==> src/rtl/rtc_load_resp.sv <==
// RTC-domain responder for the pclk load/clear 4-phase handshake.
// Owns the free-running RTC counter and its sticky compare-match interrupt.
module rtc_load_resp #(
  parameter int               CNT_W   = 32,
  parameter logic [CNT_W-1:0] RST_CNT = '0
) (
  input  logic             rtc_clk,
  input  logic             presetn,
  input  logic             load_req,
  input  logic [CNT_W-1:0] load_val,
  input  logic             cnt_en,
  input  logic [CNT_W-1:0] match_val,
  output logic             load_ack,
  output logic [CNT_W-1:0] rtc_cnt,
  output logic             rtc_match_int,
  output logic             load_busy
);

  typedef enum logic [1:0] {IDLE, LOAD, ACK} state_e;

  state_e           state_q, state_d;
  logic             req_s1_q, req_s2_q;
  logic             en_s1_q, en_s2_q;
  logic             ack_q, ack_d;
  logic             busy_q, busy_d;
  logic [CNT_W-1:0] cnt_q, cnt_d;
  logic             int_q, int_d;

  // Two-flop synchronizers for the asynchronous request and enable levels.
  always_ff @(posedge rtc_clk or negedge presetn) begin
    if (!presetn) begin
      req_s1_q <= 1'b0;
      req_s2_q <= 1'b0;
      en_s1_q  <= 1'b0;
      en_s2_q  <= 1'b0;
    end else begin
      req_s1_q <= load_req;
      req_s2_q <= req_s1_q;
      en_s1_q  <= cnt_en;
      en_s2_q  <= en_s1_q;
    end
  end

  // A high request seen outside IDLE never starts a new transfer.
  always_comb begin
    state_d = state_q;
    case (state_q)
      IDLE:    if (req_s2_q)  state_d = LOAD;
      LOAD:                   state_d = ACK;
      ACK:     if (!req_s2_q) state_d = IDLE;
      default:                state_d = IDLE;
    endcase
  end

  // Ack and busy are decoded from next state into flops so the
  // cross-domain ack level can never glitch.
  always_comb begin
    ack_d  = (state_d == ACK);
    busy_d = (state_d != IDLE);
  end

  always_comb begin
    cnt_d = cnt_q;
    int_d = int_q;
    if (state_q == LOAD) begin
      cnt_d = load_val;
      int_d = 1'b0;
    end else if (en_s2_q) begin
      cnt_d = cnt_q + CNT_W'(1);
      if (cnt_q == match_val) int_d = 1'b1;
    end
  end

  always_ff @(posedge rtc_clk or negedge presetn) begin
    if (!presetn) begin
      state_q <= IDLE;
      ack_q   <= 1'b0;
      busy_q  <= 1'b0;
      cnt_q   <= RST_CNT;
      int_q   <= 1'b0;
    end else begin
      state_q <= state_d;
      ack_q   <= ack_d;
      busy_q  <= busy_d;
      cnt_q   <= cnt_d;
      int_q   <= int_d;
    end
  end

  assign load_ack      = ack_q;
  assign load_busy     = busy_q;
  assign rtc_cnt       = cnt_q;
  assign rtc_match_int = int_q;

endmodule

==> config.mk <==
export PLATFORM = sky130hd
export DESIGN_NAME = rtc_load_resp
export DESIGN_NICKNAME = d
export VERILOG_FILES = /design/src/rtl/rtc_load_resp.sv
export SDC_FILE = /design/constraint.sdc
export NUM_CORES = 1
export LEC_CHECK = 0
export CORE_MARGIN = 2
export CORE_UTILIZATION = 43
export DETAILED_ROUTE_END_ITERATION = 8
export PLACE_DENSITY_LB_ADDON = 0.08
export SYNTH_ARGS = -nofsm -noshare
export SYNTH_HDL_FRONTEND = slang
export SYNTH_SLANG_ARGS = --single-unit
export TNS_END_PERCENT = 10
==> constraint.sdc <==
create_clock -name rtc_clk -period 2.1 [get_ports rtc_clk]
set_input_delay 0.42 -clock rtc_clk [delete_from_list [all_inputs] [get_ports rtc_clk]]
set_output_delay 0.42 -clock rtc_clk [all_outputs]
set_load 0.02 [all_outputs]
==> qor.yml <==
status:
  status: "finished clean"
setup_path:
  critPathArrivalTime_ns: 2.11
  cp_slowest_cell: "or4_1"
  cp_data_required_time_ns: 2.27
  worstSetupPathType: "reg -> reg"
  start_kind: "register"
  endpoint_kind: "register"
  cp_max_fo: 8
  max_stage_delay_ns: 0.57
  path_cells: "nand4_1 > or4_1 > buf_4 > nor4_4 > xnor2_1 > o21ai_2"
  path_delay_family: "simple AND/OR/NAND/NOR gates"
  crit_buf_inv: 1
global_routing:
  antenna_found_initial: 0
  grt_max_degree: 35
  grtUsageTotal: 0.222
  grt_pass1_wl_mm: 10.8
  grt.overflow.total: 0
  grt_pass1_vias: 2242
hold_path:
  min_path_type: "in -> async"
clock_tree:
  worstSkewPairLatency_ns: 0.29
  postCtsSetupBuffers: 0
  cts_resized: 0
  cts_buffers: 5
  cts_tree: "done"
  clock-sinks: 41
  clk_transition_reported_paths_ns: 0.08
  max-clock-path-buffers: 2
  cts_hold_buf: 0
  cts_max_level: 2
  root_buffer: "clkbuf_8"
detailed_routing:
  drtIter0Drc: 97
  viasPerCell: 4.97
  drtAntennaViolNets: 0
  post_drt_wl_per_cell_um: 14.6
  top_layer: "met4"
  met1Wirelength_mm: 2.98
  route.detailed.drc: 0
  wirelength_mm: 6.60
  vias: 2241
  routed-wl-met3_um: 363
  dr.pass1.iters: 4
  route.met2.wl_mm: 3.20
die:
  rows: 27
  die_h_um: 79.4
  initial_core_util: 0.444
  core_um2: 5510
  die-area_um2: 6300
  ios: 103
  die_w_um: 79.4
synthesis:
  syn_inst: 267
  synth_top_area_share: 0.420
  synth_fp_nets: 336
  yosysWarnings: 0
  synth_seq_cells: 41
  yosys-top-cells-area: "dfrtp_1 42%, xor2_1 12%, xnor2_1 11%"
  yosys_most_used_dff: "dfrtp_1"
  postSynthAreaPerCell_um2: 9.15
  synth.distinct_cells: 32
  synth_top_area_cell: "dfrtp_1"
  synth_edf_count: 0
  synth_area_um2: 2440
  async_reset_ff_frac: 1.00
  ys_seq_area_frac: 0.420
power:
  p_leak_nw: 1.45
  vdd_drop_max_uv: 688
  p_per_area_nw_per_um2: 1300
layout:
  n_fill_cell: 467
  n_antenna_cell: 0
  area_growth_pct: 53.8
  layout-drive-gt1-share: 0.0950
  final_common_cell: "clkdlybuf4s50_1"
  regArea_um2: 1030
  nets: 447
  final_cell_mix: "101 x clkdlybuf4s50_1, 41 x nand2_1, 41 x dfrtp_1"
  multi_input_area_um2: 1320
  final_util: 0.682
timing:
  slew_viol_final: 0
  relSlewSlack: 0.690
  rsz0062_at_grt: "no"
  tightest_slew_ns: 0.465
  tns_ns: 0
  finalSetupViolations: 0
  max_freq_mhz: 517
  fin_crit_ns: 1.93
  post-route-period-util: 0.921
  clock_skew_ns: 0.00498
  hold_violations: 0
run:
  drv_cap: 0
placement:
  io_buffers: 102
  hpwl_mm: 5.18
  gp_congestion: 0.836
[worst paths after layout]
check                      startpoint          end  slack, ns  depth (start not counted)
setup / recovery           rtc_cnt[6]  rtc_cnt[31]       0.17                          6
hold / removal                presetn     req_s2_q       0.07                          1
setup reg to reg           rtc_cnt[6]  rtc_cnt[31]       0.17                          6
hold reg to reg              req_s1_q     req_s2_q       0.35                          0
max in group asynchronous     presetn  rtc_cnt[21]       1.54                          2
min in group rtc_clk         req_s1_q     req_s2_q       0.35                          0
[power breakdown]
part	total, mW	internal (mW)	switching (mW)
logic	2.58	1.29	1.29
registers	1.54	1.13	0.413
clock network	0.755	0.472	0.282
[per-stage QoR]
| step | instances | hold slack (ns) | area [um2] | setup slack [ns] | power (mW) |
|---|---|---|---|---|---|
| CTS | 451 | 0.0921 | 3760 | 0.151 | 4.90 |
| detailed placement | 443 | 0.339 | 3620 | 0.0479 | 4.13 |
| global route | 451 | 0.104 | 3760 | 0.0249 | 5.20 |
| finish | 451 | 0.0683 | 3760 | 0.165 | 4.87 |
| floorplan | 267 | 0.124 | 2440 | 0.150 | 2.89 |
| global placement | 443 | 0.335 | 3620 | 0.126 | 4.09 |
[registers in the layout, indices dropped and copies added (netlist names)]
register       count
load_busy          1
en_s1_q            1
load_ack           1
rtc_match_int      1
req_s1_q           1
state_q            2
rtc_cnt           32
req_s2_q           1
en_s2_q            1
[worst reg2reg max path: cells and delay by family (launching register included)]
kind | cells | cell delay, ns
AOI/OAI and AO/OA | 1 | 0.06
xor gates and xnor gates | 1 | 0.16
DFF | 1 | 0.46
buffers and inverters | 1 | 0.20
and+or+nand+nor | 3 | 0.93
[logic make-up (layout without fill, tap and decap cells)]
logic type      count (synthesis)  count (layout)  share of synthesized area
mux                             1               1                    0.00410
compound gates                 35              35                     0.0748
flops                          41              41                      0.420
simple gates                  102             102                      0.226
fa+ha+maj                       1               1                    0.00512
buf+inv                        24             136                     0.0435
xor+xnor                       63              63                      0.226
[metal layers]
layer  GRT usage  vias to the layer above
met4      0.0552                        0
met2       0.381                       65
met3      0.0466                        5
li1            -                     1120
met1       0.287                     1051
met5           0                        -
[final cells by class]
| type | instances | area share |
|---|---|---|
| sequential | 41 | 0.273 |
| tap | 72 | 0.0240 |
| clock buffer | 5 | 0.0183 |
| inverter | 9 | 0.00899 |
| multi-input combinational | 202 | 0.351 |
| timing repair buffer | 119 | 0.308 |
| clock inverter | 3 | 0.0173 |
[synthesized netlist by cell type (2+ instances only)]
master	instances
xnor2_1	30
nor3_1	6
inv_1	9
clkbuf_1	11
nor3_2	5
o21ai_0	20
nor4_1	7
or4_1	2
nand3_1	9
nand2_1	41
buf_4	2
and4_1	3
nor2_1	7
nand4_1	13
o21ai_1	12
xor2_1	33
and3_1	2
dfrtp_1	41
No activity file was read; power rests on OpenSTA's default activity.
